--- src/rtl/mandel_pkg.sv ---
// Shared frame geometry, bus widths and scan-state encoding for the
// Mandelbrot renderer's scan controller.
package mandel_pkg;

   localparam int H_RES        = 800;
   localparam int V_RES        = 600;
   localparam int FRAME_PIXELS = H_RES * V_RES;

   localparam int COORD_W = 16;
   localparam int ADDR_W  = 19;
   localparam int DATA_W  = 8;

   typedef enum logic [2:0] {
      ST_IDLE,
      ST_ISSUE,
      ST_WAIT,
      ST_WRITE,
      ST_DONE
   } scan_state_e;

endpackage

--- src/rtl/pixel_scan_counter.sv ---
// Raster-order x/y position plus the matching linear framebuffer address,
// advanced together so no multiplier is needed.
module pixel_scan_counter #(
   parameter int H_RES   = mandel_pkg::H_RES,
   parameter int V_RES   = mandel_pkg::V_RES,
   parameter int COORD_W = mandel_pkg::COORD_W,
   parameter int ADDR_W  = mandel_pkg::ADDR_W
) (
   input  logic               i_clk,
   input  logic               i_rst_n,
   input  logic               i_clear,
   input  logic               i_advance,
   output logic [COORD_W-1:0] o_x,
   output logic [COORD_W-1:0] o_y,
   output logic [ADDR_W-1:0]  o_addr,
   output logic               o_last
);

   localparam logic [COORD_W-1:0] X_MAX    = COORD_W'(H_RES - 1);
   localparam logic [ADDR_W-1:0]  ADDR_MAX = ADDR_W'(H_RES * V_RES - 1);

   logic [COORD_W-1:0] x_q, x_d;
   logic [COORD_W-1:0] y_q, y_d;
   logic [ADDR_W-1:0]  addr_q, addr_d;

   assign o_x    = x_q;
   assign o_y    = y_q;
   assign o_addr = addr_q;
   assign o_last = (addr_q == ADDR_MAX);

   // The final pixel holds its position so y and addr never leave the frame.
   always_comb begin
      x_d    = x_q;
      y_d    = y_q;
      addr_d = addr_q;
      if (i_clear) begin
         x_d    = '0;
         y_d    = '0;
         addr_d = '0;
      end else if (i_advance && !o_last) begin
         addr_d = addr_q + 1'b1;
         if (x_q == X_MAX) begin
            x_d = '0;
            y_d = y_q + 1'b1;
         end else begin
            x_d = x_q + 1'b1;
         end
      end
   end

   always_ff @(posedge i_clk or negedge i_rst_n) begin
      if (!i_rst_n) begin
         x_q    <= '0;
         y_q    <= '0;
         addr_q <= '0;
      end else begin
         x_q    <= x_d;
         y_q    <= y_d;
         addr_q <= addr_d;
      end
   end

endmodule

--- src/rtl/mandel_scan_ctrl.sv ---
// Frame scan controller: one compute request per pixel in raster order,
// result written to the framebuffer at x + y*H_RES.
//
// state    | meaning
// ---------+---------------------------------------------------------
// ST_IDLE  | waiting for i_start; all strobes low
// ST_ISSUE | request for current pixel held valid until accepted
// ST_WAIT  | result accepted from the engine and latched
// ST_WRITE | one-cycle framebuffer write, then advance position
// ST_DONE  | one-cycle o_done pulse after the last pixel
module mandel_scan_ctrl
   import mandel_pkg::*;
#(
   parameter int H_RES   = mandel_pkg::H_RES,
   parameter int V_RES   = mandel_pkg::V_RES,
   parameter int COORD_W = mandel_pkg::COORD_W,
   parameter int ADDR_W  = mandel_pkg::ADDR_W,
   parameter int DATA_W  = mandel_pkg::DATA_W
) (
   input  logic               i_clk,
   input  logic               i_rst_n,
   input  logic               i_start,
   input  logic               i_abort,
   output logic               o_busy,
   output logic               o_done,
   output logic               o_req_valid,
   output logic [COORD_W-1:0] o_req_x,
   output logic [COORD_W-1:0] o_req_y,
   input  logic               i_req_ready,
   input  logic               i_res_valid,
   input  logic [DATA_W-1:0]  i_res_data,
   output logic               o_res_ready,
   output logic               o_wr_en,
   output logic [ADDR_W-1:0]  o_wr_addr,
   output logic [DATA_W-1:0]  o_wr_data
);

   scan_state_e        state_q, state_d;
   logic [DATA_W-1:0]  data_q, data_d;
   logic               cnt_clear;
   logic               cnt_advance;
   logic               cnt_last;

   pixel_scan_counter #(
      .H_RES   (H_RES),
      .V_RES   (V_RES),
      .COORD_W (COORD_W),
      .ADDR_W  (ADDR_W)
   ) u_counter (
      .i_clk     (i_clk),
      .i_rst_n   (i_rst_n),
      .i_clear   (cnt_clear),
      .i_advance (cnt_advance),
      .o_x       (o_req_x),
      .o_y       (o_req_y),
      .o_addr    (o_wr_addr),
      .o_last    (cnt_last)
   );

   assign o_wr_data = data_q;

   // Abort masks the handshake and write strobes in the same cycle so an
   // aborted pixel never reaches the engine or the framebuffer.
   always_comb begin
      state_d     = state_q;
      data_d      = data_q;
      cnt_clear   = 1'b0;
      cnt_advance = 1'b0;
      o_busy      = (state_q != ST_IDLE);
      o_req_valid = 1'b0;
      o_res_ready = 1'b0;
      o_wr_en     = 1'b0;
      o_done      = 1'b0;
      case (state_q)
         ST_IDLE: begin
            if (i_start && !i_abort) begin
               cnt_clear = 1'b1;
               state_d   = ST_ISSUE;
            end
         end
         ST_ISSUE: begin
            o_req_valid = !i_abort;
            if (i_abort)          state_d = ST_IDLE;
            else if (i_req_ready) state_d = ST_WAIT;
         end
         ST_WAIT: begin
            o_res_ready = !i_abort;
            if (i_abort) begin
               state_d = ST_IDLE;
            end else if (i_res_valid) begin
               data_d  = i_res_data;
               state_d = ST_WRITE;
            end
         end
         ST_WRITE: begin
            o_wr_en = !i_abort;
            if (i_abort) begin
               state_d = ST_IDLE;
            end else begin
               cnt_advance = 1'b1;
               state_d     = cnt_last ? ST_DONE : ST_ISSUE;
            end
         end
         ST_DONE: begin
            o_done  = !i_abort;
            state_d = ST_IDLE;
         end
         default: state_d = ST_IDLE;
      endcase
   end

   always_ff @(posedge i_clk or negedge i_rst_n) begin
      if (!i_rst_n) begin
         state_q <= ST_IDLE;
         data_q  <= '0;
      end else begin
         state_q <= state_d;
         data_q  <= data_d;
      end
   end

endmodule

--- config.mk ---
export PLATFORM = sky130hd
export DESIGN_NAME = mandel_scan_ctrl
export DESIGN_NICKNAME = d
export VERILOG_FILES = /design/src/rtl/mandel_pkg.sv /design/src/rtl/pixel_scan_counter.sv /design/src/rtl/mandel_scan_ctrl.sv
export SDC_FILE = /design/constraint.sdc
export NUM_CORES = 1
export LEC_CHECK = 0
export CAP_MARGIN = 20
export CELL_PAD_IN_SITES_DETAIL_PLACEMENT = 1
export CELL_PAD_IN_SITES_GLOBAL_PLACEMENT = 1
export CORE_ASPECT_RATIO = 0.7
export CORE_MARGIN = 3
export CORE_UTILIZATION = 38
export CTS_CLUSTER_SIZE = 25
export DETAILED_ROUTE_END_ITERATION = 16
export GPL_ROUTABILITY_DRIVEN = 0
export PLACE_DENSITY = 0.79
export SYNTH_ARGS = -nofsm -noshare
export SYNTH_HDL_FRONTEND = slang
export SYNTH_SLANG_ARGS = --single-unit
--- constraint.sdc ---
create_clock -name i_clk -period 2.45 [get_ports i_clk]
set_input_delay 0.735 -clock i_clk [delete_from_list [all_inputs] [get_ports i_clk]]
set_output_delay 0.735 -clock i_clk [all_outputs]
set_load 0.05 [all_outputs]
## Word level (Yosys, flattened, before mapping)

Index checks and enable logic that the tools add are counted.

| operators by class | value |
|---|---|
| $add $sub $neg | 3 |
| equality and inequality tests | 9 |
| multiplexer cells | 24 |
| bitwise logic cells | 1 |
| reductions and logical operators | 11 |

Operators with widths:

| cell | number |
|---|---|
| 16-bit 2-to-1 mux | 6 |
| 19-bit 2-to-1 mux | 2 |
| 16-bit by 1-bit adder with 16-bit output, second input constant | 2 |
| 3-bit 2-to-1 mux | 7 |
| 19-bit by 1-bit adder with 19-bit output, second input constant | 1 |
| 19-bit equality test, second input constant | 1 |
| 16-bit by 10-bit equality test with 1-bit output, second input constant | 1 |
| 3-bit case mux with 4 select lines | 1 |
| 1-bit 2-to-1 mux | 8 |
| 3-bit by 2-bit equality test with 1-bit output, second input constant | 2 |
| 3-bit inequality test, second input constant | 2 |
| 3-bit AND reduction | 2 |
| 2-bit nonzero test | 2 |
| 3-bit by 1-bit equality test with 1-bit output, second input constant | 1 |
| 3-bit equality test, second input constant | 1 |
| 3-bit zero test | 1 |
| 3-bit nonzero test | 1 |
| 1-bit logical AND | 2 |
| 1-bit zero test | 2 |
| 2-bit inequality test, second input constant | 1 |
| 2-bit AND reduction | 1 |
| 1-bit NOT | 1 |

| word-level totals | value |
|---|---|
| flip-flop bits (word level) | 62 |
| bits of input ports | 14 |
| output and inout port bits | 64 |
| word-level logic and storage cells | 53 |

## Longest topological paths before layout

| logic depth | value |
|---|---|
| depth after elaboration | 6 |
| mapped depth | 9 |
| depth with buffers taken out | 7 |

## Hierarchy

Synthesis repeated with hierarchy kept, for this count alone.

| unflattened totals | value |
|---|---|
| cell total of the unflattened synthesis | 358 |
| area total of the unflattened synthesis | 3,469.6 µm² |

By module, submodules not included:

| module | instances | cells each | area each (µm²) | sequential area each (µm²) |
|---|---|---|---|---|
| pixel_scan_counter | 1 | 314 | 2,891.5 | 1,276.2 |
| mandel_scan_ctrl | 1 | 44 | 578.1 | 275.3 |

## Least setup slack after synthesis

Ideal clock, no wire load.

| path | value |
|---|---|
| path type | input -> output |
| start point | input i_abort |
| end point | output o_done |
| arrival | 2.554 ns |
| required time | 1.715 ns |
| path slack | -0.839 ns |
| stages | 2 |
| buffers on the path | 1 |
| path through | buf_2 nor4b_1 |

| between the ends | value |
|---|---|
| cells in the longest elaborated chain, start to end | 2 |

RTL lines:

| element | RTL line | source |
|---|---|---|
| start, declared | mandel_scan_ctrl.sv:23 | `input logic i_abort,` |
| 1-bit zero test | mandel_scan_ctrl.sv:105 | `o_done = !i_abort;` |
| 1-bit 2-to-1 mux | mandel_scan_ctrl.sv:74 | `case (state_q)` |
| end, declared | mandel_scan_ctrl.sv:25 | `output logic o_done,` |

No other way between the ends.

## Worst setup path after layout

| path | value |
|---|---|
| start point | register u_counter.x_q[0], in the netlist u_counter.o_x[0] |
| end point | output o_req_x[0] |

RTL lines:

| element | RTL line | source |
|---|---|---|
| start, declared | pixel_scan_counter.sv:22 | `logic [COORD_W-1:0] x_q, x_d;` |
| start signal, assigned | pixel_scan_counter.sv:53 | `x_q <= '0;` |
| start signal, assigned | pixel_scan_counter.sv:57 | `x_q <= x_d;` |
| end, declared | mandel_scan_ctrl.sv:27 | `output logic [COORD_W-1:0] o_req_x,` |

No word-level cell between the ends.

==> impl_metrics.tcl <==
set metrics [dict create \
    status "finished clean" \
    insertion_delay_ps 330 \
    postCtsHoldBufs 0 \
    start_kind "flop" \
    drt_iter0_drc 119 \
    cts_buffers 9 \
    swShare_pct 34.2 \
    cts_tree "yes" \
    synth_area_mm2 0.00320 \
    route.detailed.drc 0 \
    syn_nets 342 \
    power_switching_uw 1140 \
    clock-root-buffer "clkbuf_16" \
    required_ps 1710 \
    cts_sinks 62 \
    yosys.area.top_type_share_pct 48.4 \
    worstPathMaxFanout 6 \
    placed_cell_area_mm2 0.00431 \
    synth_cells 325 \
    fin_area_mm2 0.00460 \
    min_period_over_period_pct 97.2 \
    ys_top_cells_by_area "dfrtp_1, nor2_1, xor2_1" \
    core_mm2 0.00804 \
    tightest_slew_ps 515 \
    routed_wl_um 9280 \
    r2r-end "u_counter.o_x[15]$_DFFE_PN0P_" \
    synth_common_cells "dfrtp_1, nor2_1, nand2_1, nand3_1, xor2_1" \
    via_per_inst 5.46 \
    maxSlewViolCount 0 \
    fin_crit_ps 2380 \
    grt_use_total_pct 20.1 \
    regToRegSetupSlack_ps 220 \
    place_hpwl_um 6520 \
    synthArstFlopShare_pct 100 \
    nFillCells 883 \
    synth_area_leader_cell "dfrtp_1" \
    rsz0062_at_grt "no" \
    finalSetupViolations 0 \
    worstRegToRegCells 8 \
    stdcell_count 528 \
    die_h_um 82.8 \
    via_count 2884 \
    dr.pass1.iters 4 \
    cts_buffer_depth 2 \
    ant_nets 0 \
    maxCapViolCount 0 \
    min_path_type "input port to asynchronous set/reset pin" \
    seq_area_frac_synth_pct 48.4 \
    grt_max_degree 63 \
    diodes 0 \
    endpoint_kind "output pin" \
    die_x_um 116 \
    avgSynthCellArea_um2 9.86 \
    synth_edf_count 0 \
    path_class "flop to output pin" \
    die-area_mm2 0.00958 \
    ys.flop_type "dfrtp_1" \
    final_layout_size_suffix_gt1_share_pct 15.7 \
    synth.most_common_cell "dfrtp_1" \
    hold_violations 0 \
    power_frac_comb_pct 29.5 \
    p_per_area_mw_per_mm2 727 \
    wl_per_cell_um 17.6 \
    htreeDepth 3 \
    reg2reg_from "state_q[1]$_DFFE_PN0P_" \
    grt_pass1_wl_um 15300 \
    yosys.cell_types.count 47 \
    clock_power_share_pct 34.3 \
    internal-power_uw 2200 \
    grt_pass1_vias 3053 \
    fin_skew_ps 6.02 \
    max_slew_margin_pct 65.6 \
    layout-area-overhead-vs-synth_pct 43.6 \
    yosys_warnings 0 \
    vdd_drop_max_uv 378 \
    start_util_pct 39.8 \
    holdWs_ps 427 \
    seqPwrFrac_pct 36.2 \
    pin_count 78 \
    nets 439 \
    port_buffers 77 \
    place_inst 511 \
    p_leak_uw 0.00194 \
    antenna_found_initial 0 \
    path_clk_slew_ps 50 \
    critical_path_arrival_ps 1650 \
    gr-total-overflow 0 \
    num_rows 27 \
    clock.fmax_mhz 420 \
    ys_seq_elements 62 \
]
layout make-up:
cell class / count / area (um^2) / share of cell area [%]
well taps: 101 / 126 / 2.75
flip-flops and latches: 62 / 1550 / 33.7
inverters: 4 / 20.0 / 0.435
repair buffers: 100 / 1020 / 22.1
clock buffers: 15 / 258 / 5.60
clock inverters: 1 / 5.00 / 0.109
multi-input cells: 245 / 1620 / 35.3
metal layers:
layer | vias to the layer above | global-route usage, % | share of wire [%]
met4 | 0 | 4.53 | 1.0
met2 | 75 | 30.1 | 45
li1 | 1359 | - | -
met5 | - | 0 | 0
met3 | 8 | 6.92 | 5.4
met1 | 1442 | 28.2 | 49
worst max-delay path: stages, from the launching register on:
cell and delay (ps):
dfrtp_1 350, buf_4 150, clkdlybuf4s50_1 810
repair_timing:
item / 4_1_cts / 5_1_grt
resized for setup: 3 / 5
endpoints found under the setup margin: 4 / 5
buffers inserted: 1 / 0
pin swaps: 1 / 1
worst max path at each step:
stage | startpoint | to | slack (ps) | depth (start not counted)
after global placement | i_abort | u_counter.o_y[15]$_DFFE_PN0P_ | -270 | 9
after detailed placement | i_abort | u_counter.o_y[11]$_DFFE_PN0P_ | -320 | 9
after global routing | u_counter.o_x[0]$_DFFE_PN0P_ | o_req_x[0] | 6 | 2
after floorplan | i_abort | o_done | -150 | 2
final | u_counter.o_x[0]$_DFFE_PN0P_ | o_req_x[0] | 70 | 2
after CTS | i_abort | o_wr_en | 10 | 6
state kept, by name (all words and copies together), names as in the netlist:
signal / count
o_wr_data: 8
u_counter.o_x: 16
state_q: 3
u_counter.o_addr: 19
u_counter.o_y: 16
logic make-up after synthesis:
| family | count (synthesis) | synth area share, % |
|---|---|---|
| and+or+nand+nor | 147 | 23.8 |
| DFF | 62 | 48.4 |
| muxes | 8 | 2.81 |
| buffers and inverters | 18 | 2.46 |
| adders and majority gates | 3 | 1.17 |
| xor gates and xnor gates | 37 | 10.1 |
| AOI/OAI and AO/OA | 50 | 11.2 |
cell usage in the layout (no fill, tap or decap), drive strengths merged, types with 2 or more instances in the layout:
| cell | instances |
|---|---|
| or2 | 2 |
| o31ai | 2 |
| nor4 | 3 |
| dfrtp | 62 |
| or3 | 4 |
| xnor2 | 18 |
| ha | 3 |
| nand2b | 5 |
| inv | 4 |
| a2111oi | 6 |
| buf | 29 |
| nand4 | 9 |
| dlymetal6s2s | 2 |
| nand3 | 24 |
| a311oi | 2 |
| a21oi | 14 |
| o211ai | 3 |
| and4 | 6 |
| xor2 | 19 |
| nor2 | 45 |
| o2111ai | 4 |
| and2 | 3 |
| a211oi | 7 |
| nand2 | 24 |
| and3 | 9 |
| clkbuf | 16 |
| mux2 | 8 |
| nor3 | 6 |
| o21ai | 9 |
| clkdlybuf4s50 | 68 |
metrics by stage:
stage                     utilization [%]  setup slack [ps]  power, uW  setup TNS [ps]
final                                57.2              68.3       3340               0
after CTS                            57.1              14.0       3380               0
after global placement               53.6              -275       2180           -8800
after global routing                 57.2              6.28       3480               0
after detailed placement             53.6              -317       2210           -9810
after floorplan                         -              -151       1800            -151
power groups by stage:
stage                     registers, uW  logic [uW]  clock network (uW)
after floorplan                    1480         319                   0
after global placement             1210         965                   0
after detailed placement           1220         982                   0
after CTS                          1210         992                1180
after global routing               1230        1040                1210
final                              1210         985                1150
(Power assumes the default switching activity.)
